<file path="src/rtl/sdram_channel_arbiter_pkg.sv">
// ---------------------------------------------------------------------------
// sdram_arb_pkg
//   Shared types and constants for the SDRAM channel arbiter.
//   ADDR_W / DATA_W : byte address and data widths of the channel
//   Q_IDLE          : read-data value presented after reset or a timed-out read
//   state_t         : arbiter FSM state encoding
//   cmd_t           : command latched from the winning requester
// ---------------------------------------------------------------------------
package sdram_arb_pkg;

    localparam int          ADDR_W = 27;
    localparam int          DATA_W = 8;
    localparam logic [7:0]  Q_IDLE = 8'hFF;

    typedef enum logic [1:0] {
        IDLE      = 2'd0,
        ISSUE     = 2'd1,
        WAIT_DONE = 2'd2,
        RESPOND   = 2'd3
    } state_t;

    typedef struct packed {
        logic              rnw;
        logic [ADDR_W-1:0] addr;
        logic [DATA_W-1:0] data;
    } cmd_t;

endpackage

</file>
<file path="src/rtl/sdram_channel_arbiter_if.sv">
// ---------------------------------------------------------------------------
// sdram_channel_arbiter_if
//   Bundles the requester-side bus and the SDRAM device-port side of the
//   arbiter, plus the upload lock input and the sticky timeout flag.
//   modport slave  : the arbiter's view
//   modport master : the environment's view (requesters + SDRAM channel)
// ---------------------------------------------------------------------------
interface sdram_channel_arbiter_if
    import sdram_arb_pkg::*;
#(
    parameter int NUM_REQ = 4
);
    // requester side
    logic                             upload;
    logic [NUM_REQ-1:0]               req_valid;
    logic [NUM_REQ-1:0]               req_rnw;
    logic [NUM_REQ-1:0][ADDR_W-1:0]   req_addr;
    logic [NUM_REQ-1:0][DATA_W-1:0]   req_data;
    logic [NUM_REQ-1:0]               req_ack;
    logic [DATA_W-1:0]                req_q;
    logic [NUM_REQ-1:0]               grant;
    // SDRAM channel side
    logic [ADDR_W-1:0]                sdram_addr;
    logic [DATA_W-1:0]                sdram_data;
    logic                             sdram_rnw;
    logic                             sdram_cs;
    logic [DATA_W-1:0]                sdram_q;
    logic                             sdram_ready;
    logic                             sdram_done;
    // status
    logic                             timeout_err;

    modport slave (
        input  upload, req_valid, req_rnw, req_addr, req_data,
        input  sdram_q, sdram_ready, sdram_done,
        output req_ack, req_q, grant,
        output sdram_addr, sdram_data, sdram_rnw, sdram_cs,
        output timeout_err
    );

    modport master (
        output upload, req_valid, req_rnw, req_addr, req_data,
        output sdram_q, sdram_ready, sdram_done,
        input  req_ack, req_q, grant,
        input  sdram_addr, sdram_data, sdram_rnw, sdram_cs,
        input  timeout_err
    );

endinterface

</file>
<file path="src/rtl/sdram_channel_arbiter_rr_pick.sv">
// ---------------------------------------------------------------------------
// rr_pick
//   Combinational round-robin picker: finds the first set bit of elig at or
//   after ptr, wrapping past N-1 back to 0.
//   elig : eligible requesters
//   ptr  : highest-priority index for this pick (must be < N)
//   gnt  : one-hot winner, 0 when nothing is eligible
//   idx  : binary index of the winner
//   any  : at least one requester eligible
// ---------------------------------------------------------------------------
module rr_pick #(
    parameter  int N  = 4,
    localparam int IW = (N > 1) ? $clog2(N) : 1
) (
    input  logic [N-1:0]  elig,
    input  logic [IW-1:0] ptr,
    output logic [N-1:0]  gnt,
    output logic [IW-1:0] idx,
    output logic          any
);

    always_comb begin
        int k;
        gnt = '0;
        idx = '0;
        any = 1'b0;
        k   = 0;
        for (int i = 0; i < N; i++) begin
            k = int'(ptr) + i;
            if (k >= N) k = k - N;
            if (!any && elig[k]) begin
                any    = 1'b1;
                gnt[k] = 1'b1;
                idx    = IW'(k);
            end
        end
    end

endmodule

</file>
<file path="src/rtl/sdram_channel_arbiter.sv">
// ---------------------------------------------------------------------------
// sdram_channel_arbiter
//   Shares one SDRAM channel between NUM_REQ byte requesters
//   (0 = MSX, 1 = upload, 2 = flash, 3 = backup). Every access runs
//   cs pulse -> wait for sdram_done -> one-cycle ack, with round-robin
//   fairness. While upload=1 only UPLOAD_IDX may win. A done-timeout forces
//   completion so a hung channel cannot stall the MSX.
//   clk, reset_n : clock, asynchronous active-low reset
//   bus          : requester bus + SDRAM device port (see interface)
//   Parameters   : NUM_REQ, UPLOAD_IDX, TIMEOUT (0 disables the timeout)
// ---------------------------------------------------------------------------
module sdram_channel_arbiter
    import sdram_arb_pkg::*;
#(
    parameter int NUM_REQ    = 4,
    parameter int UPLOAD_IDX = 1,
    parameter int TIMEOUT    = 1023
) (
    input  logic                      clk,
    input  logic                      reset_n,
    sdram_channel_arbiter_if.slave    bus
);

    localparam int IW    = (NUM_REQ > 1) ? $clog2(NUM_REQ) : 1;
    localparam int TMO_W = (TIMEOUT > 0) ? $clog2(TIMEOUT + 1) : 1;

    localparam logic [TMO_W-1:0]   TMO_LAST    = (TIMEOUT > 0) ? TMO_W'(TIMEOUT - 1) : '0;
    localparam logic [NUM_REQ-1:0] UPLOAD_MASK = NUM_REQ'(1) << UPLOAD_IDX;
    localparam logic [IW-1:0]      LAST_IDX    = IW'(NUM_REQ - 1);

    localparam logic [1:0] S_IDLE    = IDLE;
    localparam logic [1:0] S_ISSUE   = ISSUE;
    localparam logic [1:0] S_WAIT    = WAIT_DONE;
    localparam logic [1:0] S_RESPOND = RESPOND;

    logic [1:0]          state;
    logic [IW-1:0]       rr_ptr;
    logic [IW-1:0]       win_idx;
    cmd_t                cmd;
    logic [NUM_REQ-1:0]  grant_q;
    logic [NUM_REQ-1:0]  ack_q;
    logic [DATA_W-1:0]   q_q;
    logic                cs_q;
    logic                terr_q;
    logic [TMO_W-1:0]    tmo_cnt;

    logic [NUM_REQ-1:0]  elig;
    logic [NUM_REQ-1:0]  pick_gnt;
    logic [IW-1:0]       pick_idx;
    logic                pick_any;

    // The upload mask is sampled only in IDLE, so toggling upload during a
    // transaction affects the next pick, never the one in flight.
    assign elig = bus.upload ? (bus.req_valid & UPLOAD_MASK) : bus.req_valid;

    rr_pick #(.N(NUM_REQ)) u_pick (
        .elig (elig),
        .ptr  (rr_ptr),
        .gnt  (pick_gnt),
        .idx  (pick_idx),
        .any  (pick_any)
    );

    always_ff @(posedge clk or negedge reset_n) begin
        if (!reset_n) begin
            state    <= S_IDLE;
            rr_ptr   <= '0;
            win_idx  <= '0;
            cmd.rnw  <= 1'b1;
            cmd.addr <= '0;
            cmd.data <= '0;
            grant_q  <= '0;
            ack_q    <= '0;
            q_q      <= Q_IDLE;
            cs_q     <= 1'b0;
            terr_q   <= 1'b0;
            tmo_cnt  <= '0;
        end else begin
            cs_q <= 1'b0;
            case (state)
                S_IDLE: begin
                    if (bus.sdram_ready && pick_any) begin
                        cmd.rnw  <= bus.req_rnw[pick_idx];
                        cmd.addr <= bus.req_addr[pick_idx];
                        cmd.data <= bus.req_data[pick_idx];
                        grant_q  <= pick_gnt;
                        win_idx  <= pick_idx;
                        cs_q     <= 1'b1;          // visible during ISSUE only
                        state    <= S_ISSUE;
                    end
                end
                S_ISSUE: begin
                    tmo_cnt <= '0;
                    state   <= S_WAIT;
                end
                S_WAIT: begin
                    // A real done always beats a timeout landing in the same cycle.
                    if (bus.sdram_done) begin
                        if (cmd.rnw) q_q <= bus.sdram_q;
                        ack_q <= grant_q;
                        state <= S_RESPOND;
                    end else if ((TIMEOUT != 0) && (tmo_cnt == TMO_LAST)) begin
                        if (cmd.rnw) q_q <= Q_IDLE;
                        terr_q <= 1'b1;
                        ack_q  <= grant_q;
                        state  <= S_RESPOND;
                    end else if (TIMEOUT != 0) begin
                        tmo_cnt <= tmo_cnt + 1'b1;
                    end
                end
                S_RESPOND: begin
                    // Ack is high for exactly this state; the owner moves to
                    // the back of the round-robin order.
                    ack_q   <= '0;
                    grant_q <= '0;
                    rr_ptr  <= (win_idx == LAST_IDX) ? '0 : win_idx + 1'b1;
                    state   <= S_IDLE;
                end
                default: state <= S_IDLE;
            endcase
        end
    end

    assign bus.req_ack     = ack_q;
    assign bus.req_q       = q_q;
    assign bus.grant       = grant_q;
    assign bus.sdram_addr  = cmd.addr;
    assign bus.sdram_data  = cmd.data;
    assign bus.sdram_rnw   = cmd.rnw;
    assign bus.sdram_cs    = cs_q;
    assign bus.timeout_err = terr_q;

endmodule

</file>
<file path="src/flat_wrapper.sv">
// flat-port wrapper written by rule: the top's interface ports become plain ports
module sdram_channel_arbiter_flat import sdram_arb_pkg::*;
#(
    parameter int NUM_REQ    = 4,
    parameter int UPLOAD_IDX = 1,
    parameter int TIMEOUT    = 1023
)
  (clk, reset_n, bus_upload, bus_req_valid, bus_req_rnw, bus_req_addr, bus_req_data, bus_sdram_q, bus_sdram_ready, bus_sdram_done, bus_req_ack, bus_req_q, bus_grant, bus_sdram_addr, bus_sdram_data, bus_sdram_rnw, bus_sdram_cs, bus_timeout_err);
  sdram_channel_arbiter_if #(.NUM_REQ(NUM_REQ)) bus_i ();
  input  logic clk;
  input  logic reset_n;
  input wire logic [$bits(bus_i.upload)-1:0] bus_upload;
  input wire logic [$bits(bus_i.req_valid)-1:0] bus_req_valid;
  input wire logic [$bits(bus_i.req_rnw)-1:0] bus_req_rnw;
  input wire logic [$bits(bus_i.req_addr)-1:0] bus_req_addr;
  input wire logic [$bits(bus_i.req_data)-1:0] bus_req_data;
  input wire logic [$bits(bus_i.sdram_q)-1:0] bus_sdram_q;
  input wire logic [$bits(bus_i.sdram_ready)-1:0] bus_sdram_ready;
  input wire logic [$bits(bus_i.sdram_done)-1:0] bus_sdram_done;
  output wire logic [$bits(bus_i.req_ack)-1:0] bus_req_ack;
  output wire logic [$bits(bus_i.req_q)-1:0] bus_req_q;
  output wire logic [$bits(bus_i.grant)-1:0] bus_grant;
  output wire logic [$bits(bus_i.sdram_addr)-1:0] bus_sdram_addr;
  output wire logic [$bits(bus_i.sdram_data)-1:0] bus_sdram_data;
  output wire logic [$bits(bus_i.sdram_rnw)-1:0] bus_sdram_rnw;
  output wire logic [$bits(bus_i.sdram_cs)-1:0] bus_sdram_cs;
  output wire logic [$bits(bus_i.timeout_err)-1:0] bus_timeout_err;
  assign bus_i.upload = bus_upload;
  assign bus_i.req_valid = bus_req_valid;
  assign bus_i.req_rnw = bus_req_rnw;
  assign bus_i.req_addr = bus_req_addr;
  assign bus_i.req_data = bus_req_data;
  assign bus_i.sdram_q = bus_sdram_q;
  assign bus_i.sdram_ready = bus_sdram_ready;
  assign bus_i.sdram_done = bus_sdram_done;
  assign bus_req_ack = bus_i.req_ack;
  assign bus_req_q = bus_i.req_q;
  assign bus_grant = bus_i.grant;
  assign bus_sdram_addr = bus_i.sdram_addr;
  assign bus_sdram_data = bus_i.sdram_data;
  assign bus_sdram_rnw = bus_i.sdram_rnw;
  assign bus_sdram_cs = bus_i.sdram_cs;
  assign bus_timeout_err = bus_i.timeout_err;
  sdram_channel_arbiter #(.NUM_REQ(NUM_REQ), .UPLOAD_IDX(UPLOAD_IDX), .TIMEOUT(TIMEOUT)) u_core (.clk(clk), .reset_n(reset_n), .bus(bus_i));
endmodule
</file>
<file path="config.mk">
export PLATFORM = sky130hd
export DESIGN_NAME = sdram_channel_arbiter_flat
export DESIGN_NICKNAME = d
export VERILOG_FILES = /design/src/rtl/sdram_channel_arbiter_pkg.sv /design/src/rtl/sdram_channel_arbiter_if.sv /design/src/rtl/sdram_channel_arbiter_rr_pick.sv /design/src/rtl/sdram_channel_arbiter.sv /design/src/flat_wrapper.sv
export SDC_FILE = /design/constraint.sdc
export NUM_CORES = 1
export LEC_CHECK = 0
export ABC_AREA = 0
export ABC_CLOCK_PERIOD_IN_PS = 3500
export CAP_MARGIN = 15
export CORE_MARGIN = 10
export CORE_UTILIZATION = 35
export CTS_CLUSTER_SIZE = 28
export DETAILED_ROUTE_END_ITERATION = 10
export GPL_ROUTABILITY_DRIVEN = 0
export PLACE_DENSITY = 0.71
export SLEW_MARGIN = 25
export SYNTH_ARGS = -nofsm -noshare
export SYNTH_HDL_FRONTEND = slang
export SYNTH_SLANG_ARGS = --single-unit
export TNS_END_PERCENT = 50
</file>
<file path="constraint.sdc">
create_clock -name clk -period 3.5 [get_ports clk]
set_input_delay 0.7 -clock clk [delete_from_list [all_inputs] [get_ports clk]]
set_output_delay 0.7 -clock clk [all_outputs]
set_load 0.03 [all_outputs]
</file>
==> impl_metrics.env <==
export IMPL_final_common_cell="clkdlybuf4s50_1"
export IMPL_synth_top_cell_by_area="dfrtp_1"
export IMPL_seqPwrFrac=0.240
export IMPL_grt_use_met1=0.174
export IMPL_cts_sinks=70
export IMPL_final_area_mm2=0.00714
export IMPL_cts_hold_buf=0
export IMPL_required_ns=3.72
export IMPL_nets=820
export IMPL_ys_types=47
export IMPL_p_int_w=0.00341
export IMPL_port_buffers=214
export IMPL_min_period_over_period=0.919
export IMPL_synth_top_area_frac=0.344
export IMPL_coreArea_mm2=0.0125
export IMPL_synth_area_mm2=0.00443
export IMPL_drive_gt1_frac=0.139
export IMPL_cts_max_path_buffers=2
export IMPL_cts_resized=0
export IMPL_avgRoutedWirePerCell_um=17.5
export IMPL_drt_iter0_markers=173
export IMPL_drc=0
export IMPL_htreeDepth=3
export IMPL_hold_viol_final=0
export IMPL_netlist_top_cells_area="dfrtp_1 (34%), mux2i_1 (15%), mux2_2 (7.9%), o21ai_0 (6.3%), dfstp_2 (5.3%)"
export IMPL_grt_max_degree=71
export IMPL_crit_path_frequent_cell="inv_1"
export IMPL_antennaDiodeCount=0
export IMPL_max_clock_freq_ghz=0.311
export IMPL_holdCritPathClass="reg2reg"
export IMPL_ys_ff_latch=70
export IMPL_die_w_um=133
export IMPL_slew_viol_final=0
export IMPL_worstPathMaxFanout=16
export IMPL_postSynthAreaPerCell_um2=10.3
export IMPL_grt_pass1_vias=4305
export IMPL_async_reset_ff_frac=1.00
export IMPL_yosys_warnings=0
export IMPL_p_sw_w=0.00235
export IMPL_crit_path_start_kind="register"
export IMPL_vias=4010
export IMPL_power_density_mw_per_mm2=807
export IMPL_ant_nets=0
export IMPL_drv_cap=0
export IMPL_finClkSkew_ns=0.00798
export IMPL_use_met3=0.0727
export IMPL_ys_flop_type="dfrtp_1"
export IMPL_syn_inst=432
export IMPL_crit_type="reg2reg"
export IMPL_pwr_share_comb=0.597
export IMPL_seq_area_frac_synth=0.398
export IMPL_synth_edf_count=0
export IMPL_cts_root_buf="clkbuf_16"
export IMPL_clk_pin_slew_ns=0.06
export IMPL_cts_setup_buffers=0
export IMPL_p_leak_nw=2.97
export IMPL_fill_cells=1122
export IMPL_busiest_layer="met2"
export IMPL_io_pins=215
export IMPL_numCtsBuffers=9
export IMPL_fp_dieH_um=133
export IMPL_finalCriticalPeriod_ns=3.22
export IMPL_synth_nets=608
export IMPL_endpoint_kind="register"
export IMPL_start_util=0.354
export IMPL_gr_total_overflow=0
export IMPL_critPathMaxStageDelay_ns=0.54
export IMPL_rsz0062_at_grt="false"
export IMPL_grt_usage=0.159
export IMPL_grt_first_pass_wirelength_mm=22.7
export IMPL_slew_headroom=0.407
export IMPL_place_area_mm2=0.00683
export IMPL_mostFrequentLayoutCells="clkdlybuf4s50_1 (213), mux2i_1 (68), dfrtp_1 (61)"
export IMPL_clk_latency_ns=0.33
export IMPL_via_per_inst=4.88
export IMPL_p_clk_frac=0.163
export IMPL_path_cells="inv_1, ha_1, inv_1, nor3_1, a2bb2oi_1, o32ai_4, buf_12, mux4_2, mux2_4"
export IMPL_cts_tree="built"
export IMPL_synthToLayoutAreaGrowth_pct=60.9
export IMPL_fp_row_count=41
export IMPL_vdd_drop_max_v=0.000365
export IMPL_switching_share=0.407
export IMPL_final_core_util=0.570
export IMPL_drtPass1Iterations=4
export IMPL_routed_wl_mm=14.4
export IMPL_die_area_mm2=0.0176
export IMPL_outcome="finished clean"
export IMPL_cp_arrival_ns=3.43
export IMPL_dp_hpwl_mm=11.6
export IMPL_grt_use_met2=0.275
export IMPL_tightest_slew_ns=0.889
export IMPL_final_setup_viol_count=0
export IMPL_antenna_found_initial=0
export IMPL_slowest_stage="a2bb2oi_1"
[worst max-delay path: cells and delay by family (launching register included)]
kind            cells  cell delay [ns]
simple gates        1             0.26
buf+inv             3             0.51
flops               1             0.51
mux                 2             0.71
compound gates      2             0.71
fa+ha+maj           1             0.40
[cell families after synthesis]
family / share of synthesized area
xor gates and xnor gates: 0.0138
buffers and inverters: 0.0361
DFF: 0.398
adders and majority gates: 0.0423
muxes: 0.286
AOI/OAI and AO/OA: 0.109
and+or+nand+nor: 0.114
[cell type report]
type / instances / area [um^2] / share of cell area
Clock buffer: 10 / 239 / 0.0335
Tap cell: 172 / 215 / 0.0302
Clock inverter: 6 / 70.1 / 0.00982
Sequential cell: 70 / 1760 / 0.247
Multi-Input combinational cell: 326 / 2540 / 0.356
Timing Repair Buffer: 227 / 2270 / 0.319
Inverter: 10 / 37.5 / 0.00526
[sequential cells by signal (all words and copies together) (netlist names)]
name,flops
u_core.state,2
u_core.bus.timeout_err,1
u_core.tmo_cnt,10
u_core.bus.grant,4
u_core.bus.sdram_addr,27
u_core.bus.sdram_data,8
u_core.bus.req_ack,4
u_core.rr_ptr,2
u_core.win_idx,2
u_core.bus.sdram_rnw,1
u_core.bus.req_q,8
u_core.bus.sdram_cs,1
[stage by stage]
step                cells  setup TNS, ns  setup WS [ns]  hold slack [ns]  power (W)
global placement      805              0         0.0379            0.457    0.00478
detailed placement    805         -0.215        -0.0540            0.458    0.00487
global route          821              0          0.142            0.499    0.00614
floorplan             432              0          0.648            0.404    0.00358
CTS                   821              0          0.271            0.472    0.00583
finish                821              0          0.282            0.467    0.00576
[power groups by stage]
stage,Clock (W),Combinational [W],Sequential (W)
2_1_floorplan,0,0.00166,0.00192
3_3_place_gp,0,0.00340,0.00138
3_5_place_dp,0,0.00348,0.00139
4_1_cts,0.000956,0.00349,0.00138
5_1_grt,0.000986,0.00373,0.00142
6_report,0.000938,0.00344,0.00138
[routing by layer]
metal  wire, um  part of all wire  up-vias
met1       5720              0.40     1867
met4        187             0.013        0
met3       1430             0.099       15
met5          0                 0        -
met2       7070              0.49      162
li1           -                 -     1966
[synth_stat cells, drive strengths merged (5+ instances only)]
master	instances
ha	15
nor2	28
nand2	53
dfrtp	61
buf	11
o21ai	57
mux2i	68
clkbuf	15
inv	9
mux4	6
nand3	8
mux2	38
xor2	5
dfstp	9
[path summary, 6_finish.rpt]
check | start | endpoint | slack (ns) | cells past startpoint
worst max-delay path | u_core.rr_ptr[1] | u_core.bus.sdram_addr[0] | 0.28 | 9
worst min-delay path | u_core.bus.timeout_err | u_core.bus.timeout_err | 0.47 | 1
worst max register to register | u_core.rr_ptr[1] | u_core.bus.sdram_addr[0] | 0.28 | 9
worst min register to register | u_core.bus.timeout_err | u_core.bus.timeout_err | 0.47 | 1
max in group asynchronous | reset_n | u_core.bus.sdram_addr[21] | 2.43 | 1
min in group asynchronous | reset_n | u_core.bus.grant[3] | 0.49 | 1
Power figures use the tool's default switching activity.
